### src/rtl/imm_gen_pkg.sv
// Shared types for the immediate-generation pipeline stage.
// Format encodings and skid-buffer states.
package imm_gen_pkg;

    localparam int XLEN_32 = 32;
    localparam int XLEN_64 = 64;

    typedef enum logic [2:0] {
        IMM_I     = 3'b000,
        IMM_S     = 3'b001,
        IMM_B     = 3'b010,
        IMM_U     = 3'b011,
        IMM_J     = 3'b100,
        IMM_SHAMT = 3'b101,
        IMM_ILL   = 3'b110,
        IMM_BU    = 3'b111
    } imm_src_e;

    typedef enum logic [1:0] {
        ST_EMPTY = 2'd0,
        ST_ONE   = 2'd1,
        ST_FULL  = 2'd2
    } buf_state_e;

endpackage

### src/rtl/imm_decode.sv
// Combinational RISC-V immediate decoder.
// instr holds instruction bits [31:7], so instr[k-7] is bit k.
module imm_decode
    import imm_gen_pkg::*;
#(
    parameter int XLEN = XLEN_32
) (
    input  logic [24:0]     instr,
    input  imm_src_e        src,
    input  logic            sgn,
    output logic [XLEN-1:0] imm,
    output logic            illegal
);

    localparam int SH_W = (XLEN == XLEN_64) ? 6 : 5;

    logic s;
    assign s = instr[24];

    // Fill with the extension bit first, then overlay the low field.
    always_comb begin
        imm     = '0;
        illegal = 1'b0;
        unique case (src)
            IMM_I: begin
                imm        = {XLEN{s & sgn}};
                imm[11:0]  = instr[24:13];
            end
            IMM_S: begin
                imm        = {XLEN{s}};
                imm[11:0]  = {instr[24:18], instr[4:0]};
            end
            IMM_B: begin
                imm        = {XLEN{s}};
                imm[12:0]  = {s, instr[0], instr[23:18], instr[4:1], 1'b0};
            end
            IMM_U: begin
                imm        = {XLEN{s}};
                imm[31:0]  = {instr[24:5], 12'b0};
            end
            IMM_J: begin
                imm        = {XLEN{s}};
                imm[20:0]  = {s, instr[12:5], instr[13], instr[23:14], 1'b0};
            end
            IMM_SHAMT: begin
                imm[SH_W-1:0] = instr[12+SH_W:13];
            end
            IMM_ILL: begin
                illegal = 1'b1;
            end
            IMM_BU: begin
                imm[12:0]  = {s, instr[0], instr[23:18], instr[4:1], 1'b0};
            end
        endcase
    end

endmodule

### src/rtl/imm_gen_pipe.sv
// Registered immediate generator behind a 2-entry in-order skid buffer.
// Slot 0 always holds the oldest entry and drives the outputs.
module imm_gen_pipe
    import imm_gen_pkg::*;
#(
    parameter int XLEN  = XLEN_32,
    parameter int TAG_W = 5
) (
    input  logic             clk_i,
    input  logic             rst_i,
    input  logic             flush_i,
    input  logic             valid_i,
    output logic             ready_o,
    input  logic [24:0]      instr_31_7_i,
    input  logic [2:0]       imm_src_i,
    input  logic             signed_i,
    input  logic [TAG_W-1:0] tag_i,
    output logic             valid_o,
    input  logic             ready_i,
    output logic [XLEN-1:0]  imm_ext_o,
    output logic [TAG_W-1:0] tag_o,
    output logic             illegal_o
);

    logic [XLEN-1:0]  dec_imm;
    logic             dec_ill;

    imm_decode #(.XLEN(XLEN)) u_dec (
        .instr   (instr_31_7_i),
        .src     (imm_src_e'(imm_src_i)),
        .sgn     (signed_i),
        .imm     (dec_imm),
        .illegal (dec_ill)
    );

    buf_state_e       state, state_nx;
    logic             ready_q;
    logic [XLEN-1:0]  imm0, imm1;
    logic [TAG_W-1:0] tag0, tag1;
    logic             ill0, ill1;
    logic             acc, xfer;
    logic             load0, load1, shift;

    assign acc  = valid_i && ready_q;
    assign xfer = valid_o && ready_i;

    always_comb begin
        state_nx = state;
        load0    = 1'b0;
        load1    = 1'b0;
        shift    = 1'b0;
        if (flush_i) begin
            state_nx = ST_EMPTY;
        end else begin
            unique case (state)
                ST_EMPTY: begin
                    if (acc) begin
                        state_nx = ST_ONE;
                        load0    = 1'b1;
                    end
                end
                ST_ONE: begin
                    if (acc && !xfer) begin
                        state_nx = ST_FULL;
                        load1    = 1'b1;
                    end else if (acc && xfer) begin
                        load0    = 1'b1;
                    end else if (xfer) begin
                        state_nx = ST_EMPTY;
                    end
                end
                ST_FULL: begin
                    if (xfer) begin
                        state_nx = ST_ONE;
                        shift    = 1'b1;
                    end
                end
                default: state_nx = ST_EMPTY;
            endcase
        end
    end

    // ready is a flop so it never sees ready_i combinationally.
    always_ff @(posedge clk_i) begin
        if (rst_i) begin
            state   <= ST_EMPTY;
            ready_q <= 1'b1;
            imm0    <= '0;
            imm1    <= '0;
            tag0    <= '0;
            tag1    <= '0;
            ill0    <= 1'b0;
            ill1    <= 1'b0;
        end else begin
            state   <= state_nx;
            ready_q <= (state_nx != ST_FULL);
            if (load0) begin
                imm0 <= dec_imm;
                tag0 <= tag_i;
                ill0 <= dec_ill;
            end else if (shift) begin
                imm0 <= imm1;
                tag0 <= tag1;
                ill0 <= ill1;
            end
            if (load1) begin
                imm1 <= dec_imm;
                tag1 <= tag_i;
                ill1 <= dec_ill;
            end
        end
    end

    assign valid_o   = (state != ST_EMPTY);
    assign ready_o   = ready_q;
    assign imm_ext_o = valid_o ? imm0 : '0;
    assign tag_o     = valid_o ? tag0 : '0;
    assign illegal_o = valid_o && ill0;

endmodule
### config.mk
export PLATFORM = sky130hd
export DESIGN_NAME = imm_gen_pipe
export DESIGN_NICKNAME = d
export VERILOG_FILES = /design/src/rtl/imm_gen_pkg.sv /design/src/rtl/imm_decode.sv /design/src/rtl/imm_gen_pipe.sv
export SDC_FILE = /design/constraint.sdc
export NUM_CORES = 1
export LEC_CHECK = 0
export CORE_ASPECT_RATIO = 0.8
export CORE_MARGIN = 2
export CORE_UTILIZATION = 56
export CTS_CLUSTER_DIAMETER = 40
export CTS_CLUSTER_SIZE = 8
export DETAILED_ROUTE_END_ITERATION = 10
export GPL_ROUTABILITY_DRIVEN = 0
export PLACE_DENSITY = 0.92
export RECOVER_POWER = 100
export REMOVE_ABC_BUFFERS = 1
export SLEW_MARGIN = 5
export SYNTH_ARGS = -nofsm -noshare
export SYNTH_HDL_FRONTEND = slang
export SYNTH_SLANG_ARGS = --single-unit
export TNS_END_PERCENT = 20
### constraint.sdc
create_clock -name clk_i -period 2.3 [get_ports clk_i]
set_input_delay 0.345 -clock clk_i [delete_from_list [all_inputs] [get_ports clk_i]]
set_output_delay 0.345 -clock clk_i [all_outputs]
set_load 0.02 [all_outputs]
==> flow_summary_export.csv, run 1 <==
group,metric,value,unit
sta,hold_viol,0,
floorplanning,die_y,80.35,um
min_path,hp-class,"flop to flop",
placed_design,dpl_cell_area,4888,um^2
clock_network,cts_post_setup_buffers_inserted,0,
yosys,yosysMostFrequentCell,"dfxtp_1",
status,status,"finished, final reports clean",
global_routing,grt_max_degree,52,
critical_path,cp.required,1.96,ns
sta,fin_crit,2.215,ns
critical_path,start_kind,"flop",
routing,drt_first_pass_iters,5,
clock_network,cts_htree_levels,3,
critical_path,worstSetupPathType,"flop to output pin",
sta,rsz0062_at_grt,"no",
yosys,yosysSeqAreaShare,38.76,%
floorplanning,dieArea,7989,um^2
layout,nets,593,
yosys,synth-seq-cells,79,
routing,wl,10960,um
clock_network,cts_sinks,79,
yosys,async_flop_share,0,%
floorplanning,die_w,99.44,um
clock_network,cts_buffers,9,
floorplanning,ios,79,
placed_design,hpwl,7458,um
clock_network,cts.clk_slew.worst_paths,0.08,ns
routing,drt_iter0_drc,408,
power,powerDensity,580.3,nW/um^2
critical_path,crit_path_end_kind,"output pin",
power,power_leakage,0.001716,uW
global_routing,overflow,0,
yosys,synth.avg_cell_area,8.276,um^2
yosys,yosys-top-cells-area,"dfxtp_1 (39%), a211oi_1 (7.2%), nand2_1 (7.1%), nor2b_1 (6.9%), a21oi_1 (5.4%)",
floorplanning,start_util,58.63,%
clock_network,hold_buffers,0,
floorplanning,coreArea,6959,um^2
layout,design_area,5055,um^2
routing,wl_per_cell,16.94,um
global_routing,grt_pass1_vias,3808,
power,vdd_ir_drop_max,0.0003974,V
layout,drive_above_1_share,10.20,%
yosys,yosysUniqueCellTypes,45,
routing,drc,0,
floorplanning,rows,27,
sta,skew,0.008374,ns
global_routing,antenna_found_initial,0,
clock_network,tritoncts,"built",
sta,tightest_slew,0.9979,ns
clock_network,cts_root_buffer,"clkbuf_8",
critical_path,arrival,1.87,ns
clock_network,cts_resized,0,
layout,area_growth_syn_to_layout,23.89,%
routing,avgViaCountPerCell,6.210,
clock_network,clkLatencyLatePin,0.35,ns
routing,vias,4018,
yosys,netlist.area_leader.share,38.76,%
global_routing,grt_pass1_wl,18220,um
sta,slew_viol_final,0,
placed_design,portBuffers,78,
yosys,yosys.area.top_type,"dfxtp_1",
yosys,synthTopCellsByCount,"dfxtp_1 (79), nand2_1 (77), nor2b_1 (45)",
sta,max-slew-margin-rel,33.47,%
critical_path,crit_path_max_fanout,20,
power,power,2933,uW
yosys,netlist_instances,493,
sta,setup_viol,0,
sta,clock.fmax,451.4,MHz
flow_run,drv_cap,0,
yosys,synthesis.area,4080,um^2
yosys,ys_warn_count,0,
yosys,synth-edff-count,0,
global_routing,grt_usage,28.55,%
sta,fin_crit_sh,96.33,%
yosys,synthFlopType,"dfxtp_1",
routing,ant_nets,0,
clock_network,cts_buffer_depth,2,
==> final timing paths <==
check                                     startpoint                   end  slack [ns]  cells past startpoint
worst max register to register   state[1]$_SDFF_PP0_  tag0[3]$_SDFFE_PP0P_        0.42                      5
worst min-delay path            imm1[7]$_SDFFE_PP0P_  imm1[7]$_SDFFE_PP0P_        0.46                      2
worst max-delay path             state[0]$_SDFF_PP0_         imm_ext_o[20]        0.08                      4
worst min register to register  imm1[7]$_SDFFE_PP0P_  imm1[7]$_SDFFE_PP0P_        0.46                      2
==> final cells by class <==
type | instances | area (um^2)
inverter | 14 | 52.55
tap | 87 | 108.9
clock buffer | 11 | 131.4
fill | 501 | 1904
antenna | 1 | 2.502
multi-input combinational | 353 | 2168
timing repair buffer | 97 | 950.9
sequential | 79 | 1582
clock inverter | 5 | 58.81
==> critical path, stage by stage (launching register included) <==
cell	delay, ns
dfxtp_1	0.45
nor2_2	0.08
buf_4	0.20
nor2b_1	0.11
dlygate4sd3_1	0.67
==> kinds of logic after synthesis <==
logic type	synth area share, %
AND/OR/NAND/NOR	23.52
multiplexers	1.319
AO/OA/AOI/OAI	28.03
buffers and inverters	7.942
XOR/XNOR	0.4294
flip-flops	38.76
==> cell usage in the layout (no fill, tap or decap), drive strengths merged, types with 2 or more instances in the layout <==
| master | count |
|---|---|
| dfxtp | 79 |
| nand2 | 77 |
| clkdlybuf4s50 | 70 |
| nor2b | 45 |
| a21oi | 44 |
| nor2 | 43 |
| a211oi | 40 |
| buf | 18 |
| a221oi | 17 |
| a311oi | 16 |
| inv | 14 |
| clkbuf | 13 |
| o22ai | 12 |
| nand3 | 11 |
| dlygate4sd3 | 7 |
| and2 | 7 |
| o21ai | 5 |
| nand2b | 4 |
| a22o | 4 |
| a222oi | 4 |
| a221o | 3 |
| nand3b | 3 |
| nor3 | 3 |
| mux2i | 3 |
| clkinvlp | 2 |
| and4bb | 2 |
| clkinv | 2 |
==> flip-flops by register name, indices dropped and copies added (netlist names) <==
register  count
imm0         32
ill0          1
ready_o       1
ill1          1
tag0          5
tag1          5
state         2
imm1         32
==> power breakdown <==
part / internal (uW) / switching (uW)
Clock: 502 / 504
Combinational: 213 / 265
Sequential: 1420 / 27.9
Total: 2140 / 797
==> metrics by stage <==
step / util [%] / cells / setup WS [ns] / hold WS, ns / TNS, ns
3_3_place_gp: 70.24 / 630 / 0.03078 / 0.4422 / 0
3_5_place_dp: 70.24 / 630 / -0.09641 / 0.4500 / -0.9062
2_1_floorplan: - / 446 / 0.04448 / 0.4096 / 0
5_1_grt: 72.60 / 646 / 0.005315 / 0.4787 / 0
6_report: 72.64 / 647 / 0.08451 / 0.4635 / 0
4_1_cts: 72.98 / 646 / 0.08463 / 0.4613 / 0
==> per-layer routing <==
layer | wire length (um) | GRT usage, %
met1 | 4569 | 36.33
met2 | 5176 | 47.64
met3 | 996 | 6.876
met4 | 219 | 9.863
met5 | 0 | 0
(Power assumes the default switching activity.)
==> run 2, diff against run 1 <==
--- a/config.mk
+++ b/config.mk
@@ -5,7 +5,7 @@
 export SDC_FILE = /design/constraint.sdc
 export NUM_CORES = 1
 export LEC_CHECK = 0
-export CORE_ASPECT_RATIO = 0.8
+export CORE_ASPECT_RATIO = 0.6
 export CORE_MARGIN = 2
 export CORE_UTILIZATION = 56
 export CTS_CLUSTER_DIAMETER = 40
==> run 2 against run 1 <==
Effect of this change:
- critical path depth stayed put
- hold slack worse by 0.0070 ns
- global-route usage is 0.44 points lower
- cell count is 0.31% higher
- wire length is 0.94% higher
- maximum frequency is 1.4% higher
- sequential cell count stayed put
- sequential share of layout area is 0.54 points lower
- combinational power is 3% lower
- first-iteration DRC count is 31% lower
- die area is 0.23% higher
- critical endpoint is now imm_ext_o[9]
==> flow_summary_export.csv, run 2 (synthesis results as in run 1) <==
group,metric,value,unit
status,status,"finished, final reports clean",
routing,wl,11070,um
global_routing,grt_usage,28.11,%
floorplanning,start_util,57.09,%
placed_design,portBuffers,78,
floorplanning,dieArea,8007,um^2
clock_network,tritoncts,"built",
routing,avgViaCountPerCell,6.106,
critical_path,crit_path_max_fanout,24,
sta,max-slew-margin-rel,53.93,%
min_path,hp-class,"flop to flop",
routing,ant_nets,0,
global_routing,grt_pass1_vias,3772,
clock_network,cts.clk_slew.worst_paths,0.06,ns
global_routing,antenna_found_initial,1,
sta,rsz0062_at_grt,"no",
floorplanning,rows,24,
layout,drive_above_1_share,9.156,%
clock_network,cts_buffer_depth,2,
floorplanning,die_w,114.2,um
sta,slew_viol_final,0,
sta,clock.fmax,457.7,MHz
global_routing,overflow,0,
critical_path,worstSetupPathType,"flop to output pin",
clock_network,cts_root_buffer,"clkbuf_16",
floorplanning,coreArea,7147,um^2
routing,wl_per_cell,17.05,um
layout,layout_common_cells,"dfxtp_1 (79), nand2_1 (77), clkdlybuf4s50_1 (56)",
critical_path,arrival,1.84,ns
power,p_clk_share,44.8,%
power,internal-power,2638,uW
layout,final_common_cell,"dfxtp_1",
layout,final_cells,649,
layout,postLayoutCoreUtil,71.97,%
clock_network,cts_htree_levels,3,
routing,drt_first_pass_iters,7,
power,comb_power_share,13.4,%
clock_network,cts_sinks,79,
placed_design,dp.cells,632,
global_routing,grt_max_degree,49,
routing,routed-wl-met2,4886,um
clock_network,cts_buffers,9,
layout,area_growth_syn_to_layout,26.07,%
routing,wl_met1,5067,um
sta,hold_ws,0.4566,ns
floorplanning,ios,79,
sta,fin_crit,2.185,ns
sta,hold_viol,0,
critical_path,crit_path_end_kind,"output pin",
routing,drt_iter0_drc,283,
power,vdd_ir_drop_max,0.0004060,V
flow_run,drv_cap,0,
layout,nets,591,
routing,wl_met3,947,um
power,powerDensity,674.5,nW/um^2
layout,design_area,5144,um^2
placed_design,hpwl,7216,um
power,swShare,23.96,%
sta,tightest_slew,0.6776,ns
layout,largest_registers,"imm0 x32, imm1 x32",
sta,setup_viol,0,
clock_network,clkLatencyLatePin,0.33,ns
routing,top_layer_used,"met4",
global_routing,grt_pass1_wl,17980,um
routing,vias,3963,
routing,drc,0,
floorplanning,die_y,70.12,um
critical_path,cp.required,1.96,ns
sta,skew,0.005435,ns
power,switchingPower,831.2,uW
critical_path,start_kind,"flop",
sta,fin_crit_sh,94.98,%
power,power_leakage,0.001806,uW
placed_design,dpl_cell_area,4878,um^2
power,pwr-share-seq,41.8,%
==> run 2: changes by cell type in the layout (fill, tap and decap cells not counted), sizes merged <==
cell and change:
clkbuf +2, clkinv -1, dlygate4sd3 +13, clkdlybuf4s50 -14
bufinv +1, buf -1, clkinvlp -2
==> run 2: critical path, cell delays in order (launching register included) <==
cell,delay [ns]
dfxtp_1,0.42
nor2_2,0.07
buf_4,0.22
nor2b_1,0.16
clkdlybuf4s50_1,0.63
==> run 2: repair_timing <==
item	in CTS	in global routing
gates resized for setup	0	1
hold endpoints to repair	0	0
hold buffers	0	0
setup buffers	0	0
endpoints found under the setup margin	0	1
==> run 2: area by class of cell <==
cell class / count / area, um^2
multi-input cells: 353 / 2136
fillers: 545 / 2003
flip-flops and latches: 79 / 1582
repair buffers: 95 / 932.1
clock buffers: 13 / 260.3
well taps: 91 / 113.9
clock inverters: 3 / 65.06
inverters: 14 / 52.55
diodes: 1 / 2.502
==> run 2: final timing paths <==
path	depth (start not counted)	endpoint	from	slack (ns)
max reg2reg	5	tag0[4]$_SDFFE_PP0P_	state[1]$_SDFF_PP0_	0.44
min	2	tag1[3]$_SDFFE_PP0P_	tag1[3]$_SDFFE_PP0P_	0.46
min reg2reg	2	tag1[3]$_SDFFE_PP0P_	tag1[3]$_SDFFE_PP0P_	0.46
max	4	imm_ext_o[9]	state[0]$_SDFF_PP0_	0.12
==> run 2: per-stage QoR <==
stage	total power, uW	setup slack [ns]	setup TNS, ns
6_report	3470	0.1154	0
3_5_place_dp	1951	-0.01535	-0.02208
2_1_floorplan	1726	0.04448	0
4_1_cts	3488	0.03451	0
5_1_grt	3569	0.002294	0
3_3_place_gp	1935	0.05594	0
==> run 2: metal layers <==
layer | GRT usage [%] | vias to the layer above
met3 | 7.292 | 20
li1 | - | 1878
met5 | 0 | -
met1 | 38.01 | 1874
met2 | 43.39 | 191
met4 | 10.43 | 0
==> run 2: power by group through the flow <==
stage                     Sequential, uW  Combinational, uW  Clock, uW
after floorplan                     1470                256          0
after global placement              1480                458          0
after detailed placement            1480                472          0
after CTS                           1450                477       1560
after global routing                1460                502       1610
final                               1450                465       1550
